`src/rtl/imm_builder.sv`:
```
// imm_builder: immediate generator with ordered output FIFO; define IMM_BUILDER_MOVK_EN for the MOVK accumulator
module imm_builder #(
  parameter int WIDTH = 64,
  parameter int DEPTH = 2
) (
  input  logic                     CLK,
  input  logic                     RESET_N,
  input  logic [25:0]              In,
  input  logic [2:0]               Ctrl,
  input  logic [1:0]               Op,
  input  logic                     in_valid,
  output logic                     in_ready,
  input  logic                     flush,
  output logic [WIDTH-1:0]         BusImm,
  output logic                     out_valid,
  input  logic                     out_ready,
  output logic [$clog2(DEPTH):0]   count
);
  localparam int PW = $clog2(DEPTH);
  localparam int CW = PW + 1;
  logic [CW-1:0]    count_q, count_d;
  logic [PW-1:0]    wr_q, wr_d, rd_q, rd_d;
  logic [WIDTH-1:0] mem_q [DEPTH];
  logic [63:0]      res, ins, lane;
  logic [5:0]       sh;
  logic             accept, pop;
  assign in_ready  = count_q < CW'(DEPTH);
  assign out_valid = count_q != '0;
  assign count     = count_q;
  assign accept    = in_valid && in_ready && !flush;
  assign pop       = out_valid && out_ready && !flush;
  assign BusImm    = out_valid ? mem_q[rd_q] : '0;
  assign sh        = {Op, 4'b0000};
`ifdef IMM_BUILDER_MOVK_EN
  logic [63:0] acc_q, acc_d;
  // decode the format; MOVK splices the halfword into the running accumulator
  always_comb begin
    lane = 64'hFFFF << sh;
    ins  = {48'b0, In[20:5]} << sh;
    res  = Ctrl == 3'b000 ? {{52{In[21]}}, In[21:10]} :
           Ctrl == 3'b001 ? {{55{In[20]}}, In[20:12]} :
           Ctrl == 3'b011 ? {{45{In[23]}}, In[23:5]} :
           Ctrl == 3'b100 ? ins :
           Ctrl == 3'b101 ? (acc_q & ~lane) | ins :
                            {{38{In[25]}}, In};
    acc_d = accept && (Ctrl == 3'b100 || Ctrl == 3'b101) ? res : acc_q;
  end
  // accumulator keeps the full 64-bit value regardless of WIDTH
  always_ff @(posedge CLK or negedge RESET_N)
    if (!RESET_N) acc_q <= '0;
    else acc_q <= acc_d;
`else
  // decode the format; Ctrl=101 falls through to the branch format
  always_comb begin
    lane = 64'hFFFF << sh;
    ins  = {48'b0, In[20:5]} << sh;
    res  = Ctrl == 3'b000 ? {{52{In[21]}}, In[21:10]} :
           Ctrl == 3'b001 ? {{55{In[20]}}, In[20:12]} :
           Ctrl == 3'b011 ? {{45{In[23]}}, In[23:5]} :
           Ctrl == 3'b100 ? ins & lane :
                            {{38{In[25]}}, In};
  end
`endif
  // pointer and occupancy update; flush wins over accept and pop
  always_comb begin
    wr_d    = flush ? '0 : accept ? wr_q + PW'(1) : wr_q;
    rd_d    = flush ? '0 : pop ? rd_q + PW'(1) : rd_q;
    count_d = flush ? '0 : count_q + CW'(accept) - CW'(pop);
  end
  // FIFO control state
  always_ff @(posedge CLK or negedge RESET_N)
    if (!RESET_N) begin
      count_q <= '0;
      wr_q    <= '0;
      rd_q    <= '0;
    end else begin
      count_q <= count_d;
      wr_q    <= wr_d;
      rd_q    <= rd_d;
    end
  // storage needs no reset since BusImm is gated by occupancy
  always_ff @(posedge CLK)
    if (accept) mem_q[wr_q] <= res[WIDTH-1:0];
endmodule

```
`config.mk`:
```
export PLATFORM = sky130hd
export DESIGN_NAME = imm_builder
export DESIGN_NICKNAME = d
export VERILOG_FILES = /design/src/rtl/imm_builder.sv
export SDC_FILE = /design/constraint.sdc
export NUM_CORES = 1
export LEC_CHECK = 0
export CORE_MARGIN = 5
export CORE_UTILIZATION = 35
export CTS_CLUSTER_DIAMETER = 100
export DETAILED_ROUTE_END_ITERATION = 10
export GPL_TIMING_DRIVEN = 0
export HOLD_SLACK_MARGIN = 0.02
export SLEW_MARGIN = 40
export SYNTH_ARGS = -nofsm -noshare
export SYNTH_HDL_FRONTEND = slang
export SYNTH_SLANG_ARGS = --single-unit
```
`constraint.sdc`:
```
create_clock -name CLK -period 6.45 [get_ports CLK]
set_clock_uncertainty 0.2 [all_clocks]
set_input_delay 0.9675 -clock CLK [delete_from_list [all_inputs] [get_ports CLK]]
set_output_delay 0.9675 -clock CLK [all_outputs]
set_load 0.05 [all_outputs]
```
==> results of run 1 <==
==> sequential cells by signal, summed over array words and instances, names as in the netlist <==
register,flops
mem_q,128
count,2
wr_q,1
rd_q,1
==> worst paths after layout <==
kind | from | end | slack [ns] | depth (start not counted)
min | wr_q$_DFFE_PN0P_ | wr_q$_DFFE_PN0P_ | 0.44 | 2
max in group asynchronous | RESET_N | rd_q$_DFFE_PN0P_ | 5.32 | 1
min reg2reg | wr_q$_DFFE_PN0P_ | wr_q$_DFFE_PN0P_ | 0.44 | 2
max | count[0]$_DFF_PN0_ | BusImm[33] | 2.23 | 5
min in group asynchronous | RESET_N | wr_q$_DFFE_PN0P_ | 0.56 | 1
max reg2reg | count[1]$_DFF_PN0_ | mem_q[0][58]$_DFFE_PP_ | 4.16 | 4
==> logic make-up (layout without fill, tap and decap cells) <==
kind of cell             count (synthesis)  in the layout  share of synthesized area
AO/OA/AOI/OAI                           83             83                    0.09064
XOR/XNOR                                 3              3                   0.003933
adder cells (fa/ha/maj)                  1              1                   0.001872
buffers and inverters                   63            202                    0.04925
flip-flops                             132            132                     0.5903
multiplexers                            88             88                     0.1346
AND/OR/NAND/NOR                        169            169                     0.1294
==> per-stage QoR <==
step                      utilization  instances  worst slack [ns]  cell area, sq um
final                          0.4624        912             2.232              8678
after global routing           0.4624        912             2.086              8678
after floorplan                     -        539             2.043              6686
after global placement         0.4263        875            0.1238              8000
after detailed placement       0.4321        883             2.622              8110
after CTS                      0.4624        912             2.167              8678
==> cells in the mapped netlist (all sizes together), types with 2 or more instances <==
library cell | count | area share
o21ai | 9 | 0.0073
nor3b | 9 | 0.010
o22ai | 13 | 0.012
mux2 | 9 | 0.016
o221ai | 3 | 0.0039
a32oi | 2 | 0.0066
nor3 | 3 | 0.0022
a221o | 3 | 0.0045
nand2b | 2 | 0.0019
or2 | 4 | 0.0037
clkbuf | 11 | 0.0062
dfrtp | 4 | 0.015
nand3 | 40 | 0.030
and3 | 4 | 0.0037
buf | 32 | 0.032
mux2i | 79 | 0.12
and2 | 6 | 0.0056
nor4bb | 2 | 0.0030
a21oi | 15 | 0.012
o211ai | 16 | 0.019
or3b | 2 | 0.0026
a22oi | 7 | 0.0079
inv | 20 | 0.011
nor2 | 72 | 0.040
xnor2 | 2 | 0.0026
edfxtp | 128 | 0.58
nor2b | 6 | 0.0056
a31oi | 5 | 0.0047
and3b | 10 | 0.013
nand2 | 7 | 0.0039
o32a | 2 | 0.0030
==> worst max-delay path, stage by stage (launching register included) <==
cell	delay, ns
sky130_fd_sc_hd__dfrtp_1	0.44
sky130_fd_sc_hd__nor2_1	0.17
sky130_fd_sc_hd__clkbuf_1	0.58
sky130_fd_sc_hd__buf_1	0.55
sky130_fd_sc_hd__nor2_1	0.16
sky130_fd_sc_hd__clkdlybuf4s50_1	0.74
==> power by group <==
group / internal, mW / switching, mW
Combinational: 0.198 / 0.377
Clock: 0.596 / 0.332
Sequential: 1.01 / 0.0123
Total: 1.80 / 0.721
==> cell type report <==
| class | count | area [sq um] |
|---|---|---|
| Inverter | 20 | 75.07 |
| Clock inverter | 11 | 138.9 |
| Multi-Input combinational cell | 344 | 2424 |
| Fill cell | 1748 | 10090 |
| Sequential cell | 132 | 3944 |
| Buffer | 43 | 254.0 |
| Clock buffer | 18 | 429.2 |
| Tap cell | 234 | 292.8 |
| Timing Repair Buffer | 110 | 1121 |
==> layer usage <==
layer	part of all wire	vias to the layer above	global-route usage
met1	0.42	2335	0.2130
met5	0	-	0
met4	0.022	0	0.05497
li1	-	2284	-
met3	0.080	30	0.05058
met2	0.47	190	0.2672
==> cell usage in the layout (no fill, tap or decap), types with 9 or more instances in the layout <==
cell type and n:
sky130_fd_sc_hd__a21oi_1 14, sky130_fd_sc_hd__and3b_1 9, sky130_fd_sc_hd__buf_2 17, sky130_fd_sc_hd__buf_6 10, sky130_fd_sc_hd__clkbuf_1 12, sky130_fd_sc_hd__clkbuf_16 17, sky130_fd_sc_hd__clkdlybuf4s50_1 102, sky130_fd_sc_hd__edfxtp_1 128
sky130_fd_sc_hd__inv_1 19, sky130_fd_sc_hd__mux2i_1 79, sky130_fd_sc_hd__nand3_1 40, sky130_fd_sc_hd__nor2_1 72, sky130_fd_sc_hd__o211ai_1 15, sky130_fd_sc_hd__o22ai_1 13
==> PnR_summary.wiki, run 1 <==
{| class="wikitable"
! Metric !! Value
|-
| Area of the die || 21950 sq um
|-
| Clock period minus worst slack || 4.218 ns
|-
| Post-synth net total || 576
|-
| Core ar. || 18770 sq um
|-
| Clock latency reported for the late side of the worst-skew pair || 0.41 ns
|-
| GR Overflow Total || 0
|-
| Sequential area share after synthesis || 0.5903
|-
| Total wire length after detailed routing || 17.89 mm
|-
| Tightest slew margin relative to the limit || 0.5145
|-
| Unrepaired setup endpoints after global routing || false
|-
| Die Y || 148.2 um
|-
| Highest fanout seen on the critical path || 10
|-
| Number of gates given a new drive strength after cts || 0
|-
| Layout-stage area growth over the synthesis result || 29.89%
|-
| Synth Area per Inst || 12.40 sq um
|-
| Fraction of layout instances using a drive strength above 1 || 0.1268
|-
| Diode insertion count for antenna repair || 0
|-
| Count of unresolved DRC violations after routing || 0
|-
| Number of distinct library cells after synthesis || 53
|-
| Highest Clock Rate || 237.1 MHz
|-
| Crit path arrival time || 3.05 ns
|-
| Effective utilization at floorplan || 0.3560
|-
| Slew at the pin with the worst max-slew slack || 0.7282 ns
|-
| Number of storage elements in the synthesis netlist || 132
|-
| Number of design-rule violations left by the first detailed-router iteration || 467
|-
| Final-layout setup total negative slack || 0 ns
|-
| Gate Count Post-Synth || 539
|-
| Router iterations before antenna repair || 5
|-
| Boundary pin count || 104
|-
| Setup violations, final || 0
|-
| Share of the clock period used by the worst path after layout || 0.6539
|-
| Placement Rows || 50
|-
| Wire length of the first global-routing pass || 27.68 mm
|-
| Count of input and output buffers || 102
|-
| Number of antenna violations at the first check in global routing || 0
|-
| NumNets Final || 705
|-
| Sink count of the clock tree || 132
|-
| Hold-fix buffers, CTS || 0
|-
| Maximum vdd drop || 0.2461 mV
|-
| Fin. Hold Viols || 0
|-
| Clock tree root buffer cell || sky130_fd_sc_hd__clkbuf_16
|-
| Buffers from clock root to sink, at most || 2
|-
| Die extent in x || 148.2 um
|-
| Total global routing track utilization || 0.1654
|-
| Worst Hold Slack || 0.4387 ns
|-
| Max-cap violations || 0
|-
| CTS tree || built
|-
| WL per Instance || 19.62 um
|-
| Min-delay worst type || flop to flop
|-
| Detail-routed via count per cell || 5.306
|-
| Areal power density over the cells || 290.5 nW/um^2
|-
| Number of global-route vias before repair || 4956
|-
| Lkg Pwr || 3.005 nW
|-
| Ys Warns || 0
|-
| DR vias || 4839
|-
| Ys flop type || sky130_fd_sc_hd__edfxtp_1
|-
| Result of the run || completed
|-
| Post-synth design cell area || 6681 sq um
|-
| Final count of pins violating max slew || 0
|-
| Setup repair bufs after CTS || 0
|-
| Global placement routability congestion || 0.9045
|-
| Depth of the CTS H-tree || 4
|-
| Detailed placer's ending HPWL || 13.20 mm
|-
| Pin count of the biggest net entering global routing || 29
|-
| Remaining number of nets flagged by the antenna check after routing || 0
|-
| Num CTS Buffers || 17
|-
| Design Power || 2.521 mW
|-
| Type of destination of the critical path || output port
|-
| Critical Path Source Type || flop
|-
| Share of synthesized flip-flops with an asynchronous set or reset || 0.03030
|-
| Required time of the worst setup path || 5.28 ns
|-
| Kind of critical path || flop to output port
|-
| Number of synthesized flops with an enable pin || 128
|-
| CTS clock-pin slew for the worst setup and hold paths || 0.06 ns
|}
Power figures use the tool's default switching activity.
==> run 2: changes to the inputs <==
==> constraint.sdc (replaced) <==
create_clock -name CLK -period 3.78 [get_ports CLK]
set_clock_uncertainty 0.2 [all_clocks]
set_input_delay 0.567 -clock CLK [delete_from_list [all_inputs] [get_ports CLK]]
set_output_delay 0.567 -clock CLK [all_outputs]
set_load 0.05 [all_outputs]
==> run 2 against run 1 <==
Clock power grew 80%. Flip-flop and latch count is the same. Via count shrank 0.45%. Cell count shrank 0.22%. Power grew 74%. Design area is the same. Combinational power grew 71%. Critical path depth is the same. Sequential share of layout area is the same. Die area is the same. Largest cell class unchanged. Largest power group unchanged. Highest routed layer unchanged.
==> PnR_summary.wiki, run 2 (synthesis results as in run 1) <==
{| class="wikitable"
! Metric !! Value
|-
| CTS tree || built
|-
| Unrepaired setup endpoints after global routing || false
|-
| Clock tree root buffer cell || sky130_fd_sc_hd__clkbuf_16
|-
| Effective utilization at floorplan || 0.3560 (unchanged)
|-
| Family with the most delay on the worst path || buffers and inverters
|-
| Lkg Pwr || 3.000 nW (-0.18%)
|-
| Share of the clock period used by the worst path after layout || 0.9401
|-
| Die extent in x || 148.2 um (unchanged)
|-
| Core ar. || 18770 sq um (unchanged)
|-
| Crit path arrival time || 2.79 ns (-0.26 ns)
|-
| Count of input and output buffers || 102 (unchanged)
|-
| Required time of the worst setup path || 3.01 ns (-2.27 ns)
|-
| Min-delay worst type || input pin to async pin
|-
| Highest fanout seen on the critical path || 10 (unchanged)
|-
| Result of the run || completed
|-
| Num CTS Buffers || 17 (unchanged)
|-
| Depth of the CTS H-tree || 4 (unchanged)
|-
| Placement Rows || 50 (unchanged)
|-
| Clock latency reported for the late side of the worst-skew pair || 0.42 ns (about the same)
|-
| Most frequent cells in the layout || sky130_fd_sc_hd__edfxtp_1, sky130_fd_sc_hd__clkdlybuf4s50_1, sky130_fd_sc_hd__mux2i_1
|-
| Remaining number of nets flagged by the antenna check after routing || 0 (unchanged)
|-
| DP Worst Slack || 0.3158 ns (-2.306 ns)
|-
| Detail-routed via count per cell || 5.293 (-0.24%)
|-
| Final-layout setup total negative slack || 0 ns (unchanged)
|-
| Fin. Hold Viols || 0 (unchanged)
|-
| Most common library cell in the layout ignoring fill and taps || sky130_fd_sc_hd__edfxtp_1
|-
| Final count of pins violating max slew || 0 (unchanged)
|-
| Total global routing track utilization || 0.1621 (-0.003297)
|-
| Design Power || 4.382 mW (+74%)
|-
| Tightest slew margin relative to the limit || 0.5868 (+0.07227)
|-
| Highest Clock Rate || 281.4 MHz
|-
| Total wire length after detailed routing || 17.95 mm (+0.32%)
|-
| Sink count of the clock tree || 132 (unchanged)
|-
| Number of global-route vias before repair || 4800 (-3.1%)
|-
| Filler-free cell count of the finished design || 910 (-0.22%)
|-
| Wire length of the first global-routing pass || 27.09 mm (-2.1%)
|-
| Setup violations, final || 0 (unchanged)
|-
| Combined area of the multi-input logic cells || 2424 sq um (unchanged)
|-
| Global placement routability congestion || 0.9335 (+3.2%)
|-
| Areal power density over the cells || 504.9 nW/um^2 (+74%)
|-
| Slew at the pin with the worst max-slew slack || 0.6198 ns (-0.1084 ns)
|-
| DR vias || 4817 (-0.45%)
|-
| Kind of critical path || flop to output port
|-
| Util after Layout || 0.4624 (unchanged)
|-
| Critical path buffer and inverter count || 3 (unchanged)
|-
| Critical Path Source Type || flop
|-
| CTS clock-pin slew for the worst setup and hold paths || 0.06 ns (about the same)
|-
| Area of the die || 21950 sq um (unchanged)
|-
| NumNets Final || 704 (-0.14%)
|-
| Dominant cell type by count on the critical path || sky130_fd_sc_hd__nor2_1
|-
| Diode insertion count for antenna repair || 0 (unchanged)
|-
| Detailed placer's ending HPWL || 13.01 mm (-1.5%)
|-
| Critical-path cell list || nor2_1 -> clkbuf_2 -> buf_1 -> nor2_1 -> clkdlybuf4s50_1
|-
| WL per Instance || 19.72 um (+0.54%)
|-
| Number of design-rule violations left by the first detailed-router iteration || 352 (-25%)
|-
| Count of unresolved DRC violations after routing || 0 (unchanged)
|-
| GR Overflow Total || 0 (unchanged)
|-
| Slowest cell on the critical path || sky130_fd_sc_hd__clkdlybuf4s50_1
|-
| Count of filler cells inserted in the layout || 1726 (-1.3%)
|-
| Boundary pin count || 104 (unchanged)
|-
| Buffers from clock root to sink, at most || 2 (unchanged)
|-
| Die Y || 148.2 um (unchanged)
|-
| Number of antenna violations at the first check in global routing || 0 (unchanged)
|-
| Number of cells after detailed placement || 882 (-0.11%)
|-
| Post-route worst setup slack || 0.2264 ns (-2.006 ns)
|-
| Type of destination of the critical path || output port
|-
| Pin count of the biggest net entering global routing || 35 (+21%)
|-
| Fraction of layout instances using a drive strength above 1 || 0.1257 (-0.001104)
|-
| Router iterations before antenna repair || 5 (unchanged)
|-
| Register Area || 3944 sq um (unchanged)
|-
| Clock period minus worst slack || 3.554 ns
|-
| Max-cap violations || 0 (unchanged)
|-
| Most flops, register || mem_q
|-
| Flip-flop count of the largest register after layout || 128 (unchanged)
|-
| Layout-stage area growth over the synthesis result || 29.89% (unchanged)
|-
| Crit-path max cell delay || 0.73 ns (about the same)
|-
| Maximum vdd drop || 0.3313 mV (+35%)
|}
==> run 2: cell types whose count changed in the layout (fill, tap and decap cells not counted) <==
cell,delta
sky130_fd_sc_hd__clkinv_2,-3
sky130_fd_sc_hd__clkbuf_1,-1
sky130_fd_sc_hd__clkbuf_2,+1
sky130_fd_sc_hd__clkinvlp_4,+1
sky130_fd_sc_hd__bufinv_16,+1
sky130_fd_sc_hd__buf_4,-1
sky130_fd_sc_hd__buf_16,-1
sky130_fd_sc_hd__buf_6,+1
==> run 2: repair_timing <==
| item | 4_1_cts | 5_1_grt |
|---|---|---|
| resized for setup | 1 | 0 |
| endpoints found under the setup margin | 12 | 0 |
| hold buffers | 0 | 0 |
| buffers inserted | 0 | 0 |
==> run 2: path summary, 6_finish.rpt <==
kind | startpoint | end | slack [ns] | depth (start not counted)
max | count[1]$_DFF_PN0_ | BusImm[24] | 0.23 | 5
min | RESET_N | count[0]$_DFF_PN0_ | 0.16 | 1
max reg2reg | count[1]$_DFF_PN0_ | mem_q[0][17]$_DFFE_PP_ | 1.17 | 6
min reg2reg | wr_q$_DFFE_PN0P_ | wr_q$_DFFE_PN0P_ | 0.43 | 2
max in group asynchronous | RESET_N | rd_q$_DFFE_PN0P_ | 3.03 | 1
min in group CLK | wr_q$_DFFE_PN0P_ | wr_q$_DFFE_PN0P_ | 0.43 | 2
==> run 2: worst reg2reg max path, stage by stage (launching register included) <==
cell and delay [ns]:
sky130_fd_sc_hd__dfrtp_1 0.44, sky130_fd_sc_hd__nor2b_1 0.30, sky130_fd_sc_hd__nor3b_4 0.55, sky130_fd_sc_hd__buf_6 0.24
sky130_fd_sc_hd__buf_6 0.16, sky130_fd_sc_hd__buf_4 0.23, sky130_fd_sc_hd__buf_6 0.19
==> run 2: layout make-up <==
| cell class | instances | share of cell area |
|---|---|---|
| plain buffers | 43 | 0.02941 |
| repair buffers | 109 | 0.1264 |
| multi-input cells | 344 | 0.2793 |
| flip-flops and latches | 132 | 0.4544 |
| inverters | 20 | 0.008651 |
| clock inverters | 10 | 0.01860 |
| well taps | 234 | 0.03374 |
| clock buffers | 18 | 0.04945 |
==> run 2: where the power goes <==
part	leakage [nW]	internal [mW]	switching [mW]	total (mW)
clock network	0.281	1.08	0.582	1.67
logic	1.48	0.336	0.643	0.979
registers	1.24	1.72	0.0204	1.74
==> run 2: metal layers <==
metal  vias to the layer above  global-route usage  part of all wire
met5                         -                   0                 0
met4                         0             0.04249            0.0085
met3                        15             0.04631             0.070
met2                       178              0.2681              0.48
met1                      2353              0.2103              0.44
li1                       2271                   -                 -
==> run 2: stage by stage <==
stage	hold WS, ns	area [sq um]
global placement	0.3959	8006
finish	0.1640	8678
floorplan	0.07141	6693
CTS	0.1466	8678
global route	0.1541	8678
detailed placement	0.4166	8087
